### src/rtl/regfile_write_arbiter.sv
// -----------------------------------------------------------------------------
// regfile_write_arbiter
//
// Purpose:
//   Shares the single register-file write port between two writeback
//   requesters. Port A is the ALU writeback. Port B is the load/memory
//   writeback, and it always carries the older instruction.
//   The arbiter resolves contention using three mechanisms:
//     - a round-robin pointer,
//     - a same-address ordering rule, so that the older write lands first,
//     - a per-port starvation guard.
//   The write outputs are registered and drive the register file directly.
//
// Parameters:
//   DW        data width of the write data
//   AW        register address width (2**AW registers)
//   MAX_WAIT  cycles a valid, ungranted port may wait before it is forced
//             to win (must be >= 1)
//
// Ports:
//   clk        in   1   rising-edge clock
//   rst_n      in   1   asynchronous active-low reset
//   i_a_valid  in   1   ALU write request
//   o_a_ready  out  1   ALU request accepted this cycle (combinational)
//   i_a_addr   in   AW  ALU destination register
//   i_a_data   in   DW  ALU write data
//   i_b_valid  in   1   MEM write request
//   o_b_ready  out  1   MEM request accepted this cycle (combinational)
//   i_b_addr   in   AW  MEM destination register
//   i_b_data   in   DW  MEM write data
//   o_wr_en    out  1   register file write enable (registered)
//   o_wr_addr  out  AW  register file write address (registered)
//   o_wr_data  out  DW  register file write data (registered)
//   o_wr_src   out  1   source of the current write: 0=A, 1=B (registered)
// -----------------------------------------------------------------------------
module regfile_write_arbiter #(
  parameter int DW       = 32,
  parameter int AW       = 5,
  parameter int MAX_WAIT = 4
) (
  input  logic          clk,
  input  logic          rst_n,
  input  logic          i_a_valid,
  output logic          o_a_ready,
  input  logic [AW-1:0] i_a_addr,
  input  logic [DW-1:0] i_a_data,
  input  logic          i_b_valid,
  output logic          o_b_ready,
  input  logic [AW-1:0] i_b_addr,
  input  logic [DW-1:0] i_b_data,
  output logic          o_wr_en,
  output logic [AW-1:0] o_wr_addr,
  output logic [DW-1:0] o_wr_data,
  output logic          o_wr_src
);

  // The wait counters only need to reach MAX_WAIT.
  localparam int WW = (MAX_WAIT < 1) ? 1 : $clog2(MAX_WAIT + 1);
  localparam logic [WW-1:0] WAIT_MAX = WW'(MAX_WAIT);
  localparam logic [WW-1:0] WAIT_ONE = WW'(1);

  typedef enum logic {
    RR_A = 1'b0,
    RR_B = 1'b1
  } rr_e;

  rr_e           r_rr_ptr;
  logic [WW-1:0] r_wait_a;
  logic [WW-1:0] r_wait_b;

  logic          r_wr_en;
  logic [AW-1:0] r_wr_addr;
  logic [DW-1:0] r_wr_data;
  logic          r_wr_src;

  logic          w_same_addr;
  logic          w_a_sat;
  logic          w_b_sat;
  logic          w_grant_a;
  logic          w_grant_b;

  // Decode the contention conditions used by the grant priority.
  always_comb begin
    // A shared address of register 0 is not an ordering hazard:
    // writes to register 0 are discarded anyway.
    w_same_addr = i_a_valid && i_b_valid &&
                  (i_a_addr == i_b_addr) && (i_a_addr != {AW{1'b0}});
    w_a_sat     = (r_wait_a == WAIT_MAX);
    w_b_sat     = (r_wait_b == WAIT_MAX);
  end

  // Grant selection, at most one port per cycle, highest priority first.
  always_comb begin
    w_grant_a = 1'b0;
    w_grant_b = 1'b0;
    if (i_a_valid && !i_b_valid) begin
      w_grant_a = 1'b1;
    end else if (!i_a_valid && i_b_valid) begin
      w_grant_b = 1'b1;
    end else if (i_a_valid && i_b_valid) begin
      if (w_same_addr) begin
        // B is the older instruction, so it must reach the register first.
        w_grant_b = 1'b1;
      end else if (w_b_sat) begin
        // When both ports are saturated, B wins this check too.
        w_grant_b = 1'b1;
      end else if (w_a_sat) begin
        w_grant_a = 1'b1;
      end else if (r_rr_ptr == RR_B) begin
        w_grant_b = 1'b1;
      end else begin
        w_grant_a = 1'b1;
      end
    end else begin
      w_grant_a = 1'b0;
      w_grant_b = 1'b0;
    end
  end

  // Ready is the grant itself; the handshake completes on the next edge.
  always_comb begin
    o_a_ready = w_grant_a;
    o_b_ready = w_grant_b;
  end

  // Round-robin pointer: point away from the last winner, except when the
  // winner was chosen by the same-address ordering rule.
  always_ff @(posedge clk or negedge rst_n) begin
    if (!rst_n) begin
      r_rr_ptr <= RR_A;
    end else if (w_same_addr) begin
      r_rr_ptr <= r_rr_ptr;
    end else if (w_grant_a) begin
      r_rr_ptr <= RR_B;
    end else if (w_grant_b) begin
      r_rr_ptr <= RR_A;
    end else begin
      r_rr_ptr <= r_rr_ptr;
    end
  end

  // Starvation counter for port A: counts cycles spent valid but not
  // granted, saturating at MAX_WAIT.
  always_ff @(posedge clk or negedge rst_n) begin
    if (!rst_n) begin
      r_wait_a <= {WW{1'b0}};
    end else if (!i_a_valid || w_grant_a) begin
      r_wait_a <= {WW{1'b0}};
    end else if (!w_a_sat) begin
      r_wait_a <= r_wait_a + WAIT_ONE;
    end else begin
      r_wait_a <= r_wait_a;
    end
  end

  // Starvation counter for port B: same behaviour as the port A counter.
  always_ff @(posedge clk or negedge rst_n) begin
    if (!rst_n) begin
      r_wait_b <= {WW{1'b0}};
    end else if (!i_b_valid || w_grant_b) begin
      r_wait_b <= {WW{1'b0}};
    end else if (!w_b_sat) begin
      r_wait_b <= r_wait_b + WAIT_ONE;
    end else begin
      r_wait_b <= r_wait_b;
    end
  end

  // Registered write port.
  // An accepted request to register 0 still updates addr/data/src, but its
  // write enable stays low. When nothing is granted, only the enable drops.
  always_ff @(posedge clk or negedge rst_n) begin
    if (!rst_n) begin
      r_wr_en   <= 1'b0;
      r_wr_addr <= {AW{1'b0}};
      r_wr_data <= {DW{1'b0}};
      r_wr_src  <= 1'b0;
    end else if (w_grant_a) begin
      r_wr_en   <= (i_a_addr != {AW{1'b0}});
      r_wr_addr <= i_a_addr;
      r_wr_data <= i_a_data;
      r_wr_src  <= 1'b0;
    end else if (w_grant_b) begin
      r_wr_en   <= (i_b_addr != {AW{1'b0}});
      r_wr_addr <= i_b_addr;
      r_wr_data <= i_b_data;
      r_wr_src  <= 1'b1;
    end else begin
      r_wr_en   <= 1'b0;
      r_wr_addr <= r_wr_addr;
      r_wr_data <= r_wr_data;
      r_wr_src  <= r_wr_src;
    end
  end

  // Drive the output ports from their registers.
  always_comb begin
    o_wr_en   = r_wr_en;
    o_wr_addr = r_wr_addr;
    o_wr_data = r_wr_data;
    o_wr_src  = r_wr_src;
  end

endmodule

### config.mk
export PLATFORM = sky130hd
export DESIGN_NAME = regfile_write_arbiter
export DESIGN_NICKNAME = d
export VERILOG_FILES = /design/src/rtl/regfile_write_arbiter.sv
export SDC_FILE = /design/constraint.sdc
export NUM_CORES = 1
export LEC_CHECK = 0
export CAP_MARGIN = 0
export CORE_MARGIN = 5
export CORE_UTILIZATION = 42
export DETAILED_ROUTE_END_ITERATION = 6
export PLACE_DENSITY = 0.81
export SLEW_MARGIN = 5
export SYNTH_ARGS = -nofsm -noshare
export SYNTH_HDL_FRONTEND = slang
export SYNTH_SLANG_ARGS = --single-unit
### constraint.sdc
create_clock -name clk -period 3.2 [get_ports clk]
set_input_delay 0.8 -clock clk [delete_from_list [all_inputs] [get_ports clk]]
set_output_delay 0.8 -clock clk [all_outputs]
set_load 0.01 [all_outputs]
# Word level (Yosys, flattened, before mapping)
# Index checks and enable logic that the tools add are counted.
# op_classes
reduce_logical,13
add_sub_neg,2
eq_ne,5
muxes,28
bitwise_logic,1
# op_table
operator,n
32-bit 2-to-1 mux,2
1-bit 2-to-1 mux,20
3-bit 2-to-1 mux,4
5-bit 2-to-1 mux,2
5-bit nonzero test,2
3-bit by 1-bit adder with 3-bit output (second input constant),2
3-bit equality test (second input constant),2
5-bit equality test,1
1-bit logical AND,5
2-bit by 1-bit inequality test with 1-bit output (second input constant),2
1-bit logical NOT,2
1-bit logical OR,2
2-bit AND reduction,1
2-bit nonzero test,1
1-bit NOT,1
# totals
output_inout_bits,41
elab_cells,56
register_bits,46

# Longest topological paths before layout
# depth
ltp_word,9
mapped_depth,8

# Worst setup path before layout
# Ideal clock, no wire load.
# synth_timing
kind,input -> output
from,in i_a_addr[0]
to,out o_b_ready
slack_ps,438
arrival_ps,1962
path_stages,6
cell_sequence,or4_4 -> a21oi_2 -> o211ai_2 -> nand2_1 -> buf_4 -> inv_1
# synth_via
elab_chain_len,7
elab_cells_between_ends,8
cone_classes,eq/ne: 1; mux: 4; reduce/logical: 3
# synth_lines
item,line,source
"start, declared",45,"input logic [AW-1:0] i_a_addr,"
5-bit equality test,87,(i_a_addr == i_b_addr) && (i_a_addr != {AW{1'b0}});
1-bit logical AND,86,w_same_addr = i_a_valid && i_b_valid &&
1-bit logical AND (*),87,
1-bit 2-to-1 mux (*),101,if (w_same_addr) begin
1-bit 2-to-1 mux (*),100,end else if (i_a_valid && i_b_valid) begin
1-bit 2-to-1 mux (*),98,end else if (!i_a_valid && i_b_valid) begin
1-bit 2-to-1 mux (*),96,if (i_a_valid && !i_b_valid) begin
"end, declared",48,"output logic o_b_ready,"
# Mark *: on every way between the ends. The rest lies on a longest branch, timed or not.

# Worst setup path in the final report
# layout_timing
from,in i_a_addr[3]
to,out o_b_ready
# Same word-level chain as after synthesis.

==> impl_summary.log <==
INFO  metric run_status = finished, final reports clean
INFO  metric placedInstanceArea = 0.003864 mm²
INFO  metric slew_viol_final = 0
INFO  metric total_leakage_power = 0.001653 µW
INFO  metric crit_path_max_incr_delay = roughly 550 ps
INFO  metric routed_wire_length_per_instance = 17.17 µm
INFO  metric rsz0062_at_grt = false
INFO  metric drive_gt1_frac = 0.1473
INFO  metric num_vias = between 2000 and 2500
INFO  metric layout.nets = between 400 and 500
INFO  metric power_density = 409.9 mW/mm²
INFO  metric syn_area = 0.002565 mm²
INFO  metric timing.reg2reg.worst_path_depth = 9
INFO  metric grt_pass1_vias = 2325
INFO  metric cts_sinks = 46
INFO  metric list_of_cells_traversed_by_the_critical_path = dlygate4sd2_1, or4_4, a21oi_4, buf_4, o211ai_4, nand2_2, inv_1, clkdlybuf4s15_2
INFO  metric total_routed_wirelength = about 7.3 mm
INFO  metric maxSlewHeadroom = 0.3188
INFO  metric fmax = 324.0 MHz
INFO  metric crit_path_start_kind = input port
INFO  metric drc_errors = 0
INFO  metric post_synth_num_cell_types = 30
INFO  metric clk_latency = around 300 ps
INFO  metric final.period_utilization = 0.9646
INFO  metric area_delta_synth_final = 55.37%
INFO  metric firstDrtPassIters = 4
INFO  metric dr.first_iter.drc_count = ~130
INFO  metric area_enclosed_by_the_die_boundary = 0.007770 mm²
INFO  metric worst_slew_pin_slew = between 1000 and 1500 ps
INFO  metric critical_path_required = 2400 ps
INFO  metric hold_class = reg2reg
INFO  metric syn-mean-instance-area = 11.25 µm²
INFO  metric setup.worst_path.start = i_a_addr[3]
INFO  metric gpl.final_weighted_congestion = 0.8343
INFO  metric worst-r2r-setup-slack = 1120 ps
INFO  metric worstReg2RegEnd = o_wr_addr[2]
INFO  metric synthesis.nets = a little over 300
INFO  metric cts-hold-fix-buffers = 0
INFO  metric most-common-layout-cells = clkdlybuf4s50_1, dfrtp_1, nor2b_1, a211o_1, o221a_1
INFO  metric synth-edff-count = 0
INFO  metric seq_area_frac_synth = 0.4488
INFO  metric setup-tns-final = 0 ps
INFO  metric placement_rows = 28
INFO  metric io-pin-count = 119
INFO  metric die_y = around 88 µm
INFO  metric clock_tree_from_tritoncts = built
INFO  metric initial_utilization = 0.4332
INFO  metric cp_data_arrival_time = 2290 ps
INFO  metric die_w = 88.15 µm
INFO  metric filler_cell_count = 487
INFO  metric worstPathMaxFanout = 2
INFO  metric netlist_instances = 228
INFO  metric grt_first_pass_wirelength = between 10 and 15 mm
INFO  metric critical_path_class = in2out
INFO  metric final_design_area_no_fill = roughly 0.004 mm²
INFO  metric worst_setup_hold_path_clk_slew = 90 ps
INFO  metric hold-path-cell-count = 1
INFO  metric finalSetupViolations = 0
INFO  metric placeableCoreArea = about 0.0059 mm²
INFO  metric hold-path-endpoint = r_wait_b[0]
INFO  metric crit_slowest_cell = or4_4
INFO  metric max_cap_viol_count = 0
INFO  metric htree_num_levels = 2
INFO  metric globalRouteTotalUtil = 0.1918
INFO  metric final_period_minus_worst_setup_slack = 3087 ps
INFO  metric grt_remaining_overflow = 0
INFO  metric cts-root-buf = clkbuf_8
INFO  metric antenna_cells_inserted = 0
INFO  metric pin_count_of_the_biggest_net_entering_global_routing = 79
INFO  metric min-delay-start = r_wait_b[0]
INFO  metric endpoint_kind = output pin
INFO  metric antenna_nets_post_route = 0
INFO  metric asyncSetResetFlopFracSynth = 1.000
INFO  metric mostFrequentLayoutCell = clkdlybuf4s50_1
INFO  metric place.port_buffers = between 100 and 150
INFO  metric hold_viol = 0
INFO  metric ir_drop = about 280 µV
INFO  metric synth_top_flop_cell = dfrtp_1
INFO  metric detailedPlacementHpwl = between 5 and 6 mm
INFO  metric numCtsBuffers = 5
INFO  metric post_drt_via_cell_ratio = 5.505
INFO  metric crit-reg2reg-launch = r_wait_a[0]
INFO  metric number_of_antenna_violations_at_the_first_check_in_global_routing = 0
INFO  metric postSynthRegisterBits = 46
INFO  metric yosys_warnings = 0
INFO  metric largest_buffer_count_on_any_clock_path = 2
INFO  metric clk_skew = 5.305 ps
[worst max-delay path by stage]
| stage | to | slack (ps) | depth (start not counted) |
|---|---|---|---|
| global route | o_b_ready | 40 | 7 |
| CTS | o_b_ready | 7 | 8 |
| detailed placement | o_a_ready | -470 | 6 |
| finish | o_b_ready | 110 | 8 |
| global placement | o_a_ready | -390 | 6 |
| floorplan | o_b_ready | 440 | 6 |
[layout make-up]
cell class,instances,area [µm²],share of cell area
clock buffers,5,68.82,0.01727
clock inverters,3,40.04,0.01005
inverters,7,26.28,0.006593
multi-input cells,154,1289,0.3234
flip-flops and latches,46,1151,0.2889
well taps,75,93.84,0.02355
repair buffers,138,1316,0.3303
[stage by stage]
step | cells | total power [µW] | hold WS (ps) | util | setup WS (ps)
final | 428 | 1633 | 464.5 | 0.6731 | 113.4
after global routing | 428 | 1723 | 512.7 | 0.6731 | 36.99
after CTS | 427 | 1648 | 473.2 | 0.6701 | 7.286
after detailed placement | 419 | 1220 | 461.8 | 0.6526 | -466.3
after global placement | 419 | 1213 | 450.9 | 0.6526 | -385.2
after floorplan | 228 | 919.5 | 442.8 | - | 437.9
[synthesized netlist by cell type, types with 2 or more instances]
cell | count | area (µm²)
nor3_1 | 6 | 30.03
ha_1 | 4 | 50.05
nor2_1 | 5 | 18.77
a211o_1 | 37 | 324.1
buf_6 | 3 | 33.78
o21ai_0 | 4 | 20.02
clkbuf_1 | 12 | 45.04
dfrtp_1 | 46 | 1151
o221a_2 | 15 | 168.9
xnor2_1 | 5 | 43.79
nand2_1 | 4 | 15.01
nand3b_1 | 2 | 15.01
nor2b_1 | 38 | 237.7
inv_1 | 7 | 26.28
o221a_1 | 22 | 247.7
buf_4 | 4 | 30.03
[kinds of logic after synthesis]
family                   synth area share
adder cells (fa/ha/maj)           0.01951
XOR/XNOR                          0.01707
multiplexers                     0.003903
buffers and inverters             0.05609
flip-flops                         0.4488
AO/OA/AOI/OAI                      0.3166
AND/OR/NAND/NOR                    0.1381
[power by group]
group | internal [µW] | switching, µW
registers | 646 | 31.9
logic | 321 | 208
clock network | 230 | 197
total | 1200 | 437
[layer usage]
layer	GRT usage	vias up	part of all wire
li1	-	1125	-
met1	0.2674	1145	0.45
met2	0.3021	82	0.47
met3	0.04516	4	0.072
met4	0.04945	0	0.011
met5	0	-	0
[worst max-delay path: cells and delay by family]
family	cells	cell delay, ps
buffers and inverters	4	630
and+or+nand+nor	2	630
AOI/OAI and AO/OA	2	220
[repair_timing]
item                                    in CTS  in global routing
resized for setup                           11                  3
pin swaps                                    3                  4
endpoints found under the setup margin       2                  2
setup buffers                                0                  1
[sequential cells by signal, indices dropped and copies added (netlist names)]
register	cells
o_wr_addr	5
o_wr_src	1
o_wr_en	1
r_rr_ptr	1
o_wr_data	32
r_wait_b	3
r_wait_a	3
Note: power is estimated with default switching activity, not from simulation.
